### config.mk
export PLATFORM = sky130hd
export DESIGN_NAME = action_dispatcher
export DESIGN_NICKNAME = d
export VERILOG_FILES = /design/src/rtl/action_dispatcher.sv
export SDC_FILE = /design/constraint.sdc
export NUM_CORES = 1
export LEC_CHECK = 0
export ABC_AREA = 1
export CORE_MARGIN = 5
export CORE_UTILIZATION = 32
export CTS_CLUSTER_SIZE = 8
export DETAILED_ROUTE_END_ITERATION = 12
export PLACE_DENSITY = 0.5
export SKIP_CTS_REPAIR_TIMING = 1
export SYNTH_ARGS = -nofsm -noshare
export SYNTH_HDL_FRONTEND = slang
export SYNTH_SLANG_ARGS = --single-unit
### constraint.sdc
create_clock -name clk -period 2.6 [get_ports clk]
set_clock_uncertainty 0.1 [all_clocks]
set_input_delay 0.78 -clock clk [delete_from_list [all_inputs] [get_ports clk]]
set_output_delay 0.78 -clock clk [all_outputs]
set_load 0.01 [all_outputs]
### src/rtl/action_dispatcher.sv
// action_dispatcher: takes one matched packet, resolves its action id through a
// software-written action table, drives the executor start/done protocol under a
// watchdog, and hands a per-packet completion status downstream.
module action_dispatcher #(
   parameter int ACTION_ID_W = 4,
   parameter int TAG_W       = 8,
   parameter int TIMEOUT     = 1024
) (
   input  logic                   clk,
   input  logic                   rst,
   // action table programming
   input  logic                   cfg_we_i,
   input  logic [ACTION_ID_W-1:0] cfg_idx_i,
   input  logic [31:0]            cfg_addr_i,
   input  logic                   cfg_en_i,
   // match stage
   input  logic                   in_valid_i,
   output logic                   in_ready_o,
   input  logic [ACTION_ID_W-1:0] in_action_i,
   input  logic [TAG_W-1:0]       in_tag_i,
   // executor
   output logic                   exec_start_o,
   output logic [31:0]            exec_start_addr_o,
   input  logic                   exec_done_i,
   // completion
   output logic                   out_valid_o,
   input  logic                   out_ready_i,
   output logic [TAG_W-1:0]       out_tag_o,
   output logic [1:0]             out_status_o,
   // status
   output logic                   busy_o,
   output logic [31:0]            cnt_ok_o,
   output logic [15:0]            cnt_err_o
);

   localparam int DEPTH = 1 << ACTION_ID_W;
   localparam int TMR_W = $clog2(TIMEOUT) + 1;
   localparam logic [TMR_W-1:0] TMR_LAST = TMR_W'(TIMEOUT - 1);

   localparam logic [1:0] ST_OK   = 2'b00;
   localparam logic [1:0] ST_MISS = 2'b01;
   localparam logic [1:0] ST_TMO  = 2'b10;

   typedef enum logic [1:0] {S_IDLE, S_LOOKUP, S_WAIT, S_REPORT} state_t;

   typedef struct packed {
      logic [ACTION_ID_W-1:0] action;
      logic [TAG_W-1:0]       tag;
   } req_t;

   state_t                  state, state_nxt;
   req_t                    req;
   logic [DEPTH-1:0][31:0]  tbl_addr;
   logic [DEPTH-1:0]        tbl_en;
   logic [TMR_W-1:0]        timer;
   logic                    accept;
   logic                    ent_en;
   logic [31:0]             ent_addr;
   logic                    tmo_hit;

   // Never accept while the executor still shows done from the previous packet,
   // otherwise a fresh start could be mistaken for an already-finished one.
   assign in_ready_o = (state == S_IDLE) && !exec_done_i;
   assign accept     = in_valid_i && in_ready_o;
   assign busy_o     = (state != S_IDLE);

   // Asynchronous table read; a same-cycle write only lands at the edge, so the
   // lookup naturally sees the old entry.
   assign ent_en   = tbl_en[req.action];
   assign ent_addr = tbl_addr[req.action];
   assign tmo_hit  = (timer == TMR_LAST);

   // Action table: software writes accepted in any state.
   always_ff @(posedge clk) begin
      if (rst) begin
         tbl_addr <= '0;
         tbl_en   <= '0;
      end else if (cfg_we_i) begin
         tbl_addr[cfg_idx_i] <= cfg_addr_i;
         tbl_en[cfg_idx_i]   <= cfg_en_i;
      end
   end

   // State register.
   always_ff @(posedge clk) begin
      if (rst) state <= S_IDLE;
      else     state <= state_nxt;
   end

   // Next-state logic.
   always_comb begin
      state_nxt = state;
      case (state)
         S_IDLE:   if (accept) state_nxt = S_LOOKUP;
         S_LOOKUP: state_nxt = ent_en ? S_WAIT : S_REPORT;
         S_WAIT:   if (exec_done_i || tmo_hit) state_nxt = S_REPORT;
         S_REPORT: if (out_ready_i) state_nxt = S_IDLE;
         default:  state_nxt = S_IDLE;
      endcase
   end

   // Datapath: request latch, executor drive, watchdog, completion and counters.
   always_ff @(posedge clk) begin
      if (rst) begin
         req               <= '0;
         exec_start_o      <= 1'b0;
         exec_start_addr_o <= '0;
         timer             <= '0;
         out_valid_o       <= 1'b0;
         out_tag_o         <= '0;
         out_status_o      <= ST_OK;
         cnt_ok_o          <= '0;
         cnt_err_o         <= '0;
      end else begin
         case (state)
            S_IDLE: begin
               if (accept) req <= {in_action_i, in_tag_i};
            end
            S_LOOKUP: begin
               if (ent_en) begin
                  exec_start_o      <= 1'b1;
                  exec_start_addr_o <= ent_addr;
                  timer             <= '0;
               end else begin
                  // Invalid entry: report MISS without ever touching the executor.
                  out_valid_o  <= 1'b1;
                  out_tag_o    <= req.tag;
                  out_status_o <= ST_MISS;
               end
            end
            S_WAIT: begin
               timer <= timer + 1'b1;
               // Done takes priority over a coincident watchdog expiry.
               if (exec_done_i) begin
                  exec_start_o <= 1'b0;
                  out_valid_o  <= 1'b1;
                  out_tag_o    <= req.tag;
                  out_status_o <= ST_OK;
               end else if (tmo_hit) begin
                  exec_start_o <= 1'b0;
                  out_valid_o  <= 1'b1;
                  out_tag_o    <= req.tag;
                  out_status_o <= ST_TMO;
               end
            end
            S_REPORT: begin
               if (out_ready_i) begin
                  out_valid_o <= 1'b0;
                  if (out_status_o == ST_OK) begin
                     if (cnt_ok_o != '1) cnt_ok_o <= cnt_ok_o + 1'b1;
                  end else begin
                     if (cnt_err_o != '1) cnt_err_o <= cnt_err_o + 1'b1;
                  end
               end
            end
            default: ;
         endcase
      end
   end

endmodule

==> results of run 1 <==
[area by class of cell]
cell class / instances / share of cell area (%)
diodes: 1 / 0.00721
clock buffers: 97 / 6.78
clock inverters: 7 / 0.361
inverters: 391 / 4.26
multi-input cells: 2670 / 36.9
flip-flops and latches: 645 / 37.3
well taps: 1165 / 4.20
repair buffers: 315 / 10.2
[registers in the layout, indices dropped and copies added (netlist names)]
register           count
out_status_o           2
timer                 11
tbl_en                16
tbl_addr             512
req                   12
state                  2
exec_start_addr_o     32
cnt_ok_o              32
exec_start_o           1
cnt_err_o             16
out_tag_o              8
out_valid_o            1
[worst min-delay path, delay by kind of cell, from the launching register on]
kind	cells	cell delay, ns
buffers and inverters	1	0.04
AOI/OAI and AO/OA	1	0.05
DFF	1	0.30
[routing by layer]
| layer | part of all wire (%) | vias up | GRT usage, % |
|---|---|---|---|
| li1 | - | 13500 | - |
| met1 | 47 | 12300 | 26.4 |
| met2 | 46 | 552 | 31.6 |
| met3 | 4.2 | 147 | 2.55 |
| met4 | 2.4 | 0 | 5.83 |
| met5 | 0 | - | 0 |
[power by group through the flow]
stage	sequential, mW	clock (mW)	combinational (mW)
global route	10.5	11.4	5.06
global placement	10.6	0	4.55
floorplan	10.6	0	2.84
detailed placement	10.6	0	4.55
finish	10.5	10.7	4.51
CTS	10.4	11.0	4.57
[worst max path at each step]
stage	start	endpoint	slack, ns	cells past startpoint
3_5_place_dp	exec_done_i	in_ready_o	-0.19	3
5_1_grt	state[1]	busy_o	-0.005	4
2_1_floorplan	cfg_idx_i[0]	tbl_addr[55]	0.56	8
4_1_cts	state[1]	in_ready_o	-0.43	5
3_3_place_gp	exec_done_i	in_ready_o	-0.22	3
6_report	out_status_o[0]	out_status_o[0]	0.05	1
[cell usage after synthesis, drive strengths merged]
library cell	n	area (µm²)
a21boi	1	7.51
a21oi	527	2650
a31oi	3	18.8
and3	2	12.5
buf	87	468
clkbuf	248	931
clkinv	9	33.8
dfxtp	645	12900
ha	8	100
inv	382	1430
nand2	340	1290
nand3	244	1290
nand3b	1	7.51
nand4	12	75.1
nor2	615	2310
nor3	39	195
nor3b	6	45.0
nor4	3	25.0
o211a	1	10.0
o211ai	96	721
o21ai	740	3700
xnor2	12	105
xor2	20	175
[cell families (layout without fill, tap and decap cells)]
kind of cell | after synthesis | after routing | synth area share, %
AO/OA/AOI/OAI | 1368 | 1368 | 24.9
AND/OR/NAND/NOR | 1262 | 1262 | 18.4
buffers and inverters | 726 | 810 | 10.1
flip-flops | 645 | 645 | 45.3
XOR/XNOR | 32 | 32 | 0.983
adder cells (fa/ha/maj) | 8 | 8 | 0.351
other | 0 | 1 | 0
[stage by stage]
step / TNS, ns / power [mW] / util (%) / instances
2_1_floorplan: 0 / 13.5 / - / 4041
3_3_place_gp: -0.762 / 15.2 / 36.4 / 5186
3_5_place_dp: -2.67 / 15.2 / 36.4 / 5186
4_1_cts: -1.20 / 26.0 / 39.2 / 5290
5_1_grt: -0.00520 / 27.0 / 39.3 / 5291
6_report: 0 / 25.7 / 39.3 / 5291
==> impl_metrics.json, run 1 <==
{
  "final_area_um2": 34700,
  "cap_violations": 0,
  "vdd_drop_max_v": 0.000491,
  "critPathMaxStageDelay_ns": 0.58,
  "p_int_mw": 18.2,
  "portBuffers": 148,
  "pre_cts_ws_ns": -0.187,
  "clock-root-buffer": "clkbuf_16",
  "dpl_cell_area_um2": 32200,
  "synth_nets": 4104,
  "dieArea_um2": 95200,
  "area_growth_pct": 21.7,
  "pwr-share-clk_pct": 41.7,
  "whs_path_depth": 2,
  "cts_buffer_depth": 3,
  "drtIter0Drc": 1755,
  "multi_input_area_um2": 12800,
  "core_um2": 88400,
  "die_y_um": 309,
  "p_leak_nw": 13.0,
  "vias": 26500,
  "critPathTopFamily": "buffers and inverters",
  "syn-cell-area_um2": 28500,
  "tightest_slew_ns": 0.686,
  "hold-worst-slack_ns": 0.337,
  "worstPathCellList": "clkdlybuf4s50_1",
  "std_cell_rows": 109,
  "worst_slew_margin_rel_pct": 54.3,
  "cp_data_arrival_time_ns": 1.67,
  "crit_type": "flop to primary output",
  "power_density_nw_per_um2": 740,
  "r2r_cells": 9,
  "setup_viol": 0,
  "cp-end-kind": "primary output",
  "fmax_mhz": 393,
  "antenna_found_initial": 1,
  "drc_errors": 0,
  "syn_inst": 4041,
  "outcome": "finished clean",
  "mostFrequentLayoutCells": "704 x o21ai_0, 631 x dfxtp_1, 607 x nor2_1",
  "p_switching_mw": 7.47,
  "r2r_start": "req[8]",
  "boundaryPins": 149,
  "drtPass1Iterations": 5,
  "initial_core_util_pct": 32.3,
  "cp_data_required_time_ns": 1.72,
  "n_fill_cell": 9332,
  "cts_tree": "done",
  "min_period_ns": 2.55,
  "num-nets-final": 4177,
  "grt_max_degree": 149,
  "avgRoutedWirePerCell_um": 17.7,
  "startpoint_type": "flop",
  "register_area_um2": 12900,
  "grt_pass1_wl_um": 146000,
  "finalCritPeriodShare_pct": 97.9,
  "ys_ff_latch": 645,
  "seqPwrFrac_pct": 40.7,
  "grt_pass1_vias": 24800,
  "gp_congestion": 0.811,
  "finalMaxSlewViolations": 0,
  "crit_fanout": 4,
  "clock-sinks": 645,
  "whs_endpoint": "tbl_addr[389]",
  "die_w_um": 309,
  "worstHoldStart": "tbl_addr[389]",
  "hold_path_class": "flop to flop",
  "synth_warnings": 0,
  "hold_violations": 0,
  "layout_commonest_cell": "o21ai_0",
  "clk_pin_slew_worst_paths_ns": 0.05,
  "drive_gt1_share_pct": 8.05,
  "path_buf_inv": 1,
  "syn_area_per_cell_um2": 7.06,
  "worst_slack_ns": 0.0534,
  "p_sw_share_pct": 29.1,
  "clock_latency_ns": 0.66,
  "cts_buffers": 91,
  "htree_levels": 3,
  "rr_endpoint": "exec_start_addr_o[13]",
  "wl_um": 93800,
  "synth.distinct_cells": 35,
  "pwr-share-comb_pct": 17.6,
  "dp.final_hpwl_um": 57600,
  "r2r_setup_slack_ns": 0.49,
  "cpMaxStageDelayCell": "clkdlybuf4s50_1",
  "synth-seq-area-share_pct": 45.3,
  "grt_setup_unrepaired": "true",
  "ant_nets": 0,
  "grt_use_total_pct": 19.2,
  "vias_per_cell": 5.01,
  "overflow": 0
}
No activity file was read; power rests on OpenSTA's default activity.
==> run 2, diff against run 1 <==
--- a/config.mk
+++ b/config.mk
@@ -6,11 +6,13 @@
 export NUM_CORES = 1
 export LEC_CHECK = 0
 export ABC_AREA = 1
+export CELL_PAD_IN_SITES_DETAIL_PLACEMENT = 2
+export CELL_PAD_IN_SITES_GLOBAL_PLACEMENT = 2
 export CORE_MARGIN = 5
 export CORE_UTILIZATION = 32
 export CTS_CLUSTER_SIZE = 8
 export DETAILED_ROUTE_END_ITERATION = 12
-export PLACE_DENSITY = 0.5
+export PLACE_DENSITY = 0.77
 export SKIP_CTS_REPAIR_TIMING = 1
 export SYNTH_ARGS = -nofsm -noshare
 export SYNTH_HDL_FRONTEND = slang
==> impl_metrics.json, run 2 (same netlist as run 1, synthesis figures left out) <==
{
  "outcome": "finished clean",
  "regMostFlops": "tbl_addr",
  "tightest_slew_ns": 0.737,
  "reg_top3": "tbl_addr: 512 flops, cnt_ok_o: 32 flops, exec_start_addr_o: 32 flops",
  "std_cell_rows": 109,
  "drtPass1Iterations": 6,
  "mostFrequentLayoutCells": "704 x o21ai_0, 626 x dfxtp_1, 607 x nor2_1",
  "wl_um": 113000,
  "clock_latency_ns": 0.65,
  "crit_fanout": 6,
  "dp.final_hpwl_um": 69900,
  "die_y_um": 309,
  "worst_slack_ns": 0.0309,
  "worst_slew_margin_rel_pct": 50.8,
  "cap_violations": 0,
  "clk_pin_slew_worst_paths_ns": 0.05,
  "n_fill_cell": 10200,
  "cts_buffer_depth": 3,
  "clock-root-buffer": "clkbuf_16",
  "initial_core_util_pct": 32.3,
  "grt_pass1_wl_um": 175000,
  "dieArea_um2": 95200,
  "drtIter0Drc": 1409,
  "largest_reg_flops": 512,
  "layout_commonest_cell": "o21ai_0",
  "critPathMaxStageDelay_ns": 0.60,
  "worstPathCellList": "clkdlybuf4s50_1",
  "portBuffers": 148,
  "pre_cts_ws_ns": -0.192,
  "cp-end-kind": "primary output",
  "die_w_um": 309,
  "cp_data_required_time_ns": 1.72,
  "drc_errors": 0,
  "min_period_ns": 2.57,
  "ant_nets": 0,
  "boundaryPins": 149,
  "clock-sinks": 645,
  "drive_gt1_share_pct": 8.09,
  "cts_tree": "done",
  "cts_buffers": 90,
  "register_area_um2": 12900,
  "finalMaxSlewViolations": 0,
  "vias": 28400,
  "core_um2": 88400,
  "setup_viol": 0,
  "path_buf_inv": 1,
  "finalCritPeriodShare_pct": 98.8,
  "fmax_mhz": 389,
  "hold-worst-slack_ns": 0.342,
  "hold_path_class": "flop to flop",
  "antenna_found_initial": 3,
  "grt_pass1_vias": 30300,
  "vdd_drop_max_v": 0.000459,
  "vias_per_cell": 5.38,
  "num-nets-final": 4172,
  "cpMaxStageDelayCell": "clkdlybuf4s50_1",
  "grt_max_degree": 137,
  "hold_violations": 0,
  "overflow": 0,
  "avgRoutedWirePerCell_um": 21.4,
  "grt_use_total_pct": 23.1,
  "area_growth_pct": 21.1,
  "startpoint_type": "flop",
  "crit_type": "flop to primary output",
  "p_leak_nw": 12.9,
  "gp_congestion": 0.779,
  "power_density_nw_per_um2": 751,
  "cp_data_arrival_time_ns": 1.69,
  "htree_levels": 3,
  "multi_input_area_um2": 12800,
  "critPathTopFamily": "buffers and inverters"
}
==> run 2: per-stage QoR <==
step / cells / cell area [µm²] / TNS (ns) / total power, mW / util [%]
finish: 5287 / 34500 / 0 / 25.9 / 39.1
global route: 5284 / 34500 / -0.00283 / 27.1 / 39.1
CTS: 5283 / 34500 / -1.26 / 26.3 / 39.0
detailed placement: 5182 / 32100 / -31.33 / 15.4 / 36.3
global placement: 5182 / 32100 / -6.45 / 15.2 / 36.3
floorplan: 4041 / 28500 / 0 / 13.5 / -
==> run 2: layout make-up <==
class | count | area share (%)
multi-input combinational | 2670 | 37.1
clock inverter | 4 | 0.167
sequential | 645 | 37.5
antenna | 4 | 0.0290
timing repair buffer | 311 | 9.98
inverter | 391 | 4.27
clock buffer | 97 | 6.81
tap | 1165 | 4.22
==> run 2: final timing paths <==
check / start / endpoint / slack (ns) / depth (start not counted)
min reg2reg: tbl_addr[405] / tbl_addr[405] / 0.34 / 2
max reg2reg: cnt_ok_o[1] / cnt_ok_o[2] / 0.19 / 11
max: cnt_err_o[10] / cnt_err_o[10] / 0.03 / 1
min: tbl_addr[405] / tbl_addr[405] / 0.34 / 2
==> run 2: metal layers <==
| metal | GRT usage, % | vias to the layer above | wire [µm] |
|---|---|---|---|
| met5 | 0 | - | 0 |
| met4 | 6.55 | 0 | 2860 |
| met3 | 2.60 | 165 | 3650 |
| met2 | 41.0 | 449 | 55500 |
| met1 | 29.6 | 14400 | 51300 |
| li1 | - | 13400 | - |
==> run 2: report_power, final <==
group,internal [mW],switching (mW),leakage [nW]
Combinational,1.56,3.15,6.49
Clock,6.31,4.45,1.19
Sequential,10.3,0.219,5.23
==> run 3, diff against run 2 <==
--- a/config.mk
+++ b/config.mk
@@ -14,6 +14,7 @@
 export DETAILED_ROUTE_END_ITERATION = 12
 export PLACE_DENSITY = 0.77
 export SKIP_CTS_REPAIR_TIMING = 1
+export SLEW_MARGIN = 10
 export SYNTH_ARGS = -nofsm -noshare
 export SYNTH_HDL_FRONTEND = slang
 export SYNTH_SLANG_ARGS = --single-unit
==> results of run 3 <==
No change in the layout: final DEF, timing and power equal those of run 2.
